$ cat src/rtl/wb_arbiter.sv
// Two-master Wishbone classic arbiter with round-robin grant per CYC.
// A watchdog answers strobes left unacknowledged for TIMEOUT cycles with ERR.
module wb_arbiter #(
    parameter int ADR_W   = 32,
    parameter int DAT_W   = 32,
    parameter int TIMEOUT = 255
) (
    input  logic               clk_i,
    input  logic               rst_i,
    input  logic               m0_cyc_i,
    input  logic               m0_stb_i,
    input  logic               m0_we_i,
    input  logic [ADR_W-1:0]   m0_adr_i,
    input  logic [DAT_W-1:0]   m0_dat_i,
    input  logic [DAT_W/8-1:0] m0_sel_i,
    output logic               m0_ack_o,
    output logic               m0_err_o,
    output logic [DAT_W-1:0]   m0_dat_o,
    input  logic               m1_cyc_i,
    input  logic               m1_stb_i,
    input  logic               m1_we_i,
    input  logic [ADR_W-1:0]   m1_adr_i,
    input  logic [DAT_W-1:0]   m1_dat_i,
    input  logic [DAT_W/8-1:0] m1_sel_i,
    output logic               m1_ack_o,
    output logic               m1_err_o,
    output logic [DAT_W-1:0]   m1_dat_o,
    output logic               s_cyc_o,
    output logic               s_stb_o,
    output logic               s_we_o,
    output logic [ADR_W-1:0]   s_adr_o,
    output logic [DAT_W-1:0]   s_dat_o,
    output logic [DAT_W/8-1:0] s_sel_o,
    input  logic               s_ack_i,
    input  logic               s_err_i,
    input  logic [DAT_W-1:0]   s_dat_i,
    output logic [1:0]         gnt_o,
    output logic               timeout_o
);

    typedef enum logic [1:0] {
        S_IDLE = 2'd0,
        S_OWN0 = 2'd1,
        S_OWN1 = 2'd2
    } state_t;

    state_t     r_state;
    state_t     w_state_nxt;
    logic       r_last;
    logic       w_last_nxt;
    logic [1:0] w_gnt;
    logic       w_fire;
    logic       w_wait;

    always_ff @(posedge clk_i) begin
        if (rst_i) begin
            r_state <= S_IDLE;
            r_last  <= 1'b1;
        end else begin
            r_state <= w_state_nxt;
            r_last  <= w_last_nxt;
        end
    end

    // The owner keeps the bus until it drops CYC; ties go to the other master.
    always_comb begin
        w_state_nxt = r_state;
        w_last_nxt  = r_last;
        unique case (r_state)
            S_IDLE: begin
                if (m0_cyc_i && m1_cyc_i)
                    w_state_nxt = r_last ? S_OWN0 : S_OWN1;
                else if (m0_cyc_i)
                    w_state_nxt = S_OWN0;
                else if (m1_cyc_i)
                    w_state_nxt = S_OWN1;
            end
            S_OWN0: begin
                if (!m0_cyc_i) begin
                    w_state_nxt = S_IDLE;
                    w_last_nxt  = 1'b0;
                end
            end
            S_OWN1: begin
                if (!m1_cyc_i) begin
                    w_state_nxt = S_IDLE;
                    w_last_nxt  = 1'b1;
                end
            end
            default: w_state_nxt = S_IDLE;
        endcase
    end

    always_comb begin
        s_cyc_o = 1'b0;
        s_stb_o = 1'b0;
        s_we_o  = 1'b0;
        s_adr_o = m0_adr_i;
        s_dat_o = m0_dat_i;
        s_sel_o = m0_sel_i;
        unique case (r_state)
            S_OWN0: begin
                s_cyc_o = m0_cyc_i;
                s_stb_o = m0_stb_i;
                s_we_o  = m0_we_i;
            end
            S_OWN1: begin
                s_cyc_o = m1_cyc_i;
                s_stb_o = m1_stb_i;
                s_we_o  = m1_we_i;
                s_adr_o = m1_adr_i;
                s_dat_o = m1_dat_i;
                s_sel_o = m1_sel_i;
            end
            default: ;
        endcase
    end

    assign w_gnt = {r_state == S_OWN1, r_state == S_OWN0};
    assign w_wait = s_stb_o & ~s_ack_i & ~s_err_i;

    generate
        if (TIMEOUT > 0) begin : g_wdt
            localparam int WDT_W = $clog2(TIMEOUT + 1);
            logic [WDT_W-1:0] r_wdt;

            assign w_fire = (r_wdt == WDT_W'(TIMEOUT)) & w_wait;

            // Clearing on fire keeps the counter from ever wrapping.
            always_ff @(posedge clk_i) begin
                if (rst_i)
                    r_wdt <= '0;
                else if (s_cyc_o && w_wait && !w_fire)
                    r_wdt <= r_wdt + WDT_W'(1);
                else
                    r_wdt <= '0;
            end
        end else begin : g_no_wdt
            assign w_fire = 1'b0;
        end
    endgenerate

    assign m0_ack_o  = s_ack_i & w_gnt[0];
    assign m1_ack_o  = s_ack_i & w_gnt[1];
    assign m0_err_o  = (s_err_i | w_fire) & w_gnt[0];
    assign m1_err_o  = (s_err_i | w_fire) & w_gnt[1];
    assign m0_dat_o  = s_dat_i;
    assign m1_dat_o  = s_dat_i;
    assign gnt_o     = w_gnt;
    assign timeout_o = w_fire;

endmodule

$ cat config.mk
export PLATFORM = sky130hd
export DESIGN_NAME = wb_arbiter
export DESIGN_NICKNAME = d
export VERILOG_FILES = /design/src/rtl/wb_arbiter.sv
export SDC_FILE = /design/constraint.sdc
export NUM_CORES = 1
export LEC_CHECK = 0
export BUFFER_PORTS_ARGS = -buffer_cell sky130_fd_sc_hd__buf_2
export CAP_MARGIN = 20
export CORE_AREA = 2 2 123 125
export DETAILED_ROUTE_END_ITERATION = 16
export DIE_AREA = 0 0 125 127
export GPL_TIMING_DRIVEN = 0
export PLACE_DENSITY = 0.47
export RECOVER_POWER = 100
export SYNTH_ARGS = -nofsm -noshare
export SYNTH_HDL_FRONTEND = slang
export SYNTH_SLANG_ARGS = --single-unit
$ cat constraint.sdc
create_clock -name clk_i -period 3.9 [get_ports clk_i]
set_clock_uncertainty 0.05 [all_clocks]
set_input_delay 0 -clock clk_i [delete_from_list [all_inputs] [get_ports clk_i]]
set_output_delay 0 -clock clk_i [all_outputs]
set_load 0.01 [all_outputs]
# Word level (Yosys, flattened, before mapping)
# Cells that the tools add are included.
# totals
reg_bits	11
latch_bits	0
mem_bits_rw	0
mem_bits_ro	0
inputBits	178
output_inout_bits	142
mem_count	0
# op_classes
add_sub_neg	1
multipliers	0
div_mod_pow	0
order_cmp	0
n_eq_ne	6
shifts	0
muxes	16
n_bitwise	11
n_reduce_logical	9
# op_table
operator	count
$mux 32	2
$mux 2	6
$add 8x1->8 const B	1
$eq 8x8->1 const B	1
$pmux 1 s2	4
$and 1x1->1	7
$pmux 2 s3	1
$reduce_and 3->1	2
$mux 4	1
$ne 2x2->1 const B	2
$ne 4x4->1 const B	1
$logic_and 1x1->1	3
$not 1->1	3
$eq 2x1->1 const B	1
$eq 2x2->1 const B	1
$logic_not 2->1	1
$mux 1	2
$reduce_bool 2->1	1
$reduce_or 2->1	1
$logic_not 1->1	1
$or 1x1->1	1

# Depth between registers and ports, before layout
# logic_depth
depth_word	9
mapped_depth	6
ltp_nobuf	5

# Least setup slack after synthesis
# OpenSTA, ideal clock, no wires.
# synth_timing
kind	register to register
start	register r_state[1]
end	register g_wdt.r_wdt[1]
setup_ps	73
arrival_time_ps	1598
required_time_ps	3777
setup_slack_ps	2179
stages_incl_launch_ff	7
path_buffers	1
cell_sequence	dfxtp_1 -> inv_1 -> ha_1 -> a22oi_1 -> or4b_1 -> buf_6 -> nor3b_2
# synth_via
elab_chain_cells	9
word_cells_on_any_way	12
cone_classes	eq/ne: 2; mux: 2; bitwise: 4; reduce/logical: 4
# synth_lines
item	line_no	text
start, declared	47	state_t r_state;
start signal, assigned	60	r_state <= w_state_nxt;
$eq 2x1->1 *	n/a	
via gnt_o[0]	37	output logic [1:0] gnt_o,
$pmux 1 s2	101	unique case (r_state)
$and 1x1->1 (2 in series)	120	assign w_wait = s_stb_o & ~s_ack_i & ~s_err_i;
$and 1x1->1	127	assign w_fire = (r_wdt == WDT_W'(TIMEOUT)) & w_wait;
$logic_not 1->1	133	else if (s_cyc_o && w_wait && !w_fire)
$logic_and 1x1->1 *	133	
$not 1->1 (no source line) *	n/a	
$reduce_or 2->1 (no source line) *	n/a	
end signal, assigned	134	r_wdt <= r_wdt + WDT_W'(1);
end, declared	125	logic [WDT_W-1:0] r_wdt;
# The timed path passes the listed nets; every way through them passes the cells marked *.
# A chain may end at the register's enable or synchronous reset.

# Worst setup path in the final report
# layout_timing
start	register r_state[0]
end	output port s_dat_o[31]
# layout_via
elab_chain_cells	2
# layout_lines
item	line_no	text
$eq 2x2->1	101	
$mux 32	101	
end, declared	32	output logic [DAT_W-1:0] s_dat_o,
# No other way between the ends.

==> impl_metrics.json <==
{
  "hpwl_um": 8100,
  "cts.clk_slew.worst_paths_ps": 40,
  "area.sequential_sq_um": 220,
  "timing.setup.tns_ps": 0,
  "cpPeakStageDelay_ps": 570,
  "critPathKind": "reg2out",
  "holdPathStages": 3,
  "crit_arrival_ps": 2570,
  "r2r_slack_ps": 1840,
  "cts.sinks": 11,
  "rsz0062_at_grt": "false",
  "cts-htree-levels": 1,
  "total_power_mw": 0.713,
  "first_pass_iters": 4,
  "io_buffers": 287,
  "vias_per_cell": 3.75,
  "synth_fp_nets": 397,
  "final_antenna_net_count": 0,
  "leakage_nw": 1.59,
  "power-per-cell-area_mw_per_mm2": 204,
  "synth_top_area_share_pct": 39.5,
  "synth_area_sq_mm": 0.00194,
  "drive_above_1_share_pct": 57.2,
  "drv_cap": 0,
  "synth.area.top_cells": "mux2_2, buf_4, dfxtp_1",
  "ys_ff_latch": 11,
  "gr-total-overflow": 0,
  "dpl.cell_count": 686,
  "min_path_type": "in2reg",
  "area_growth_pct": 80.5,
  "grtUsageTotal_pct": 9.60,
  "timing.rr.end": "g_wdt.r_wdt[1]$_SDFF_PP0_",
  "fin_crit_sh_pct": 67.1,
  "clock.fmax_mhz": 382,
  "start_kind": "register",
  "hold-worst-slack_ps": 54.8,
  "synthCells": 215,
  "rows": 44,
  "start_util_pct": 13.4,
  "period_needed_ps": 2620,
  "core_sq_mm": 0.0144,
  "synth_warnings": 0,
  "synth_top_family_by_area": "multiplexers",
  "crit_chain": "inv_1, ha_1, clkbuf_1, clkbuf_1, mux2_2, clkbuf_1",
  "synth.avg_cell_area_sq_um": 9.01,
  "die_w_um": 125,
  "synth_edf_count": 0,
  "diodes": 0,
  "ff2ff_path_depth": 6,
  "crit_slowest_cell": "clkbuf_1",
  "layout_setup_ws_ps": 1280,
  "synthDistinctLibCells": 37,
  "hold_start": "m0_cyc_i",
  "maxSlewViolCount": 0,
  "end_kind": "output pin",
  "hold_viol": 0,
  "hold_end": "r_state[0]$_SDFFE_PP0P_",
  "worst_slew_pin_slew_ps": 713,
  "post_cts_resized": 0,
  "cts_tree": "built",
  "yosys_most_used_dff": "dfxtp_1",
  "ios": 320,
  "utilization_pct": 24.3,
  "grt_pass1_vias": 2432,
  "fin_cells": 691,
  "path_delay_family": "buffers and inverters",
  "cts-root-buf": "clkbuf_16",
  "final_nets": 690,
  "final_area_sq_mm": 0.00350,
  "cts_buffer_depth": 2,
  "synth-seq-area-share_pct": 11.4,
  "synthArstFlopShare_pct": 0,
  "place_area_sq_mm": 0.00360,
  "wl_um": 8900,
  "critPathMaxFanout": 10,
  "synth-compound-area-share_pct": 7.10,
  "synth_fa_ha_area_share_pct": 2.58,
  "synth.largest_area_cell": "mux2_2",
  "synthMuxAreaShare_pct": 39.5,
  "cpMostUsedCell": "clkbuf_1",
  "antenna_found_initial": 0,
  "worstSkewPairLatency_ps": 240,
  "route.vias.total": 2590,
  "route.detailed.drc": 0,
  "die_area_sq_mm": 0.0159,
  "grt_max_degree": 11,
  "path_buf_inv": 4,
  "finalWeightedCongestion": 0.757,
  "outcome": "completed",
  "drt-initial-drc-count": 47,
  "setup_violations": 0,
  "fill_cells": 1673,
  "max-vdd-ir-drop_v": 0.000127,
  "multi_input_area_sq_mm": 0.00115,
  "grt_pass1_wl_um": 12400,
  "synth-simple-area-share_pct": 9.55,
  "wl_per_cell_um": 12.9,
  "slew_headroom_pct": 52.4,
  "numCtsBuffers": 3,
  "dpl_worst_slack_ps": 1640,
  "rr_startpoint": "r_state[1]$_SDFFE_PP0P_",
  "die_h_um": 127,
  "cp_data_required_time_ps": 3850,
  "synthXorXnorAreaFrac_pct": 1.36
}
==> worst reg2reg max path, delay by kind of cell, from the launching register on <==
family / cells / cell delay (ps)
simple gates: 2 / 730
fa+ha+maj: 1 / 370
flops: 1 / 320
buf+inv: 2 / 300
compound gates: 1 / 210
==> Yosys cell counts (all sizes together), types with 2 or more instances <==
cell,number
buf,73
mux2,68
dfxtp,11
a21oi,5
nand3,5
nor2,5
ha,4
inv,4
o21ai,4
a22oi,3
and2,3
nand2,3
or3,3
nor2b,2
nor3,2
nor3b,2
o21a,2
xor2,2
==> logic make-up after synthesis <==
group / count (synthesis)
AND/OR/NAND/NOR: 31
multiplexers: 68
buffers and inverters: 78
AO/OA/AOI/OAI: 20
adder cells (fa/ha/maj): 4
flip-flops: 11
XOR/XNOR: 3
==> layout by cell type (no fill, tap or decap), types with 2 or more instances in the layout <==
cell	n
clkbuf_1	141
o21ai_0	4
or3_1	3
mux2_2	65
nand2_1	3
nor3b_1	2
nor3_1	2
a22oi_1	3
buf_4	64
mux2_1	3
ha_1	4
nor2b_1	2
inv_1	4
o21a_1	2
clkbuf_16	3
dfxtp_1	11
nor2_1	5
buf_2	156
a21oi_1	5
nand3_1	5
xor2_1	2
==> registers in the layout, indices dropped and copies added, names as in the netlist <==
signal	flops
r_state	2
r_last	1
g_wdt.r_wdt	8
==> layer usage <==
| layer | share of wire, % | global-route usage (%) | vias up | routed length (um) |
|---|---|---|---|---|
| li1 | - | - | 1272 | - |
| met1 | 39 | 11.9 | 1159 | 3450 |
| met2 | 52 | 17.5 | 154 | 4650 |
| met3 | 8.4 | 2.26 | 5 | 744 |
| met4 | 0.64 | 0.980 | 0 | 57 |
| met5 | 0 | 0 | - | 0 |
==> worst max path at each step <==
| stage | from | to | slack [ps] | depth (start not counted) |
|---|---|---|---|---|
| 2_1_floorplan | r_state[1]$_SDFFE_PP0P_ | g_wdt.r_wdt[1]$_SDFF_PP0_ | 2180 | 6 |
| 3_3_place_gp | r_state[0]$_SDFFE_PP0P_ | s_sel_o[3] | 1690 | 6 |
| 3_5_place_dp | r_state[0]$_SDFFE_PP0P_ | s_sel_o[3] | 1640 | 6 |
| 4_1_cts | r_state[0]$_SDFFE_PP0P_ | s_sel_o[3] | 1380 | 6 |
| 5_1_grt | r_state[0]$_SDFFE_PP0P_ | s_dat_o[1] | 1060 | 6 |
| 6_report | r_state[0]$_SDFFE_PP0P_ | s_dat_o[31] | 1280 | 6 |
==> where the power goes <==
part / switching [mW] / total [mW] / internal, mW
clock: 0.0538 / 0.191 / 0.138
combinational: 0.189 / 0.402 / 0.213
sequential: 0.00282 / 0.119 / 0.116
==> area by class of cell <==
| class | count | area share (%) |
|---|---|---|
| Tap cell | 184 | 6.58 |
| Sequential cell | 11 | 6.29 |
| Multi-Input combinational cell | 126 | 32.9 |
| Buffer | 74 | 14.9 |
| Inverter | 4 | 0.429 |
| Clock buffer | 4 | 2.25 |
| Timing Repair Buffer | 288 | 36.7 |
==> timing repair <==
item	in CTS	in global routing
endpoints found under the hold margin	3	0
buffers inserted	0	0
hold buffers	1	0
Power figures use the tool's default switching activity.
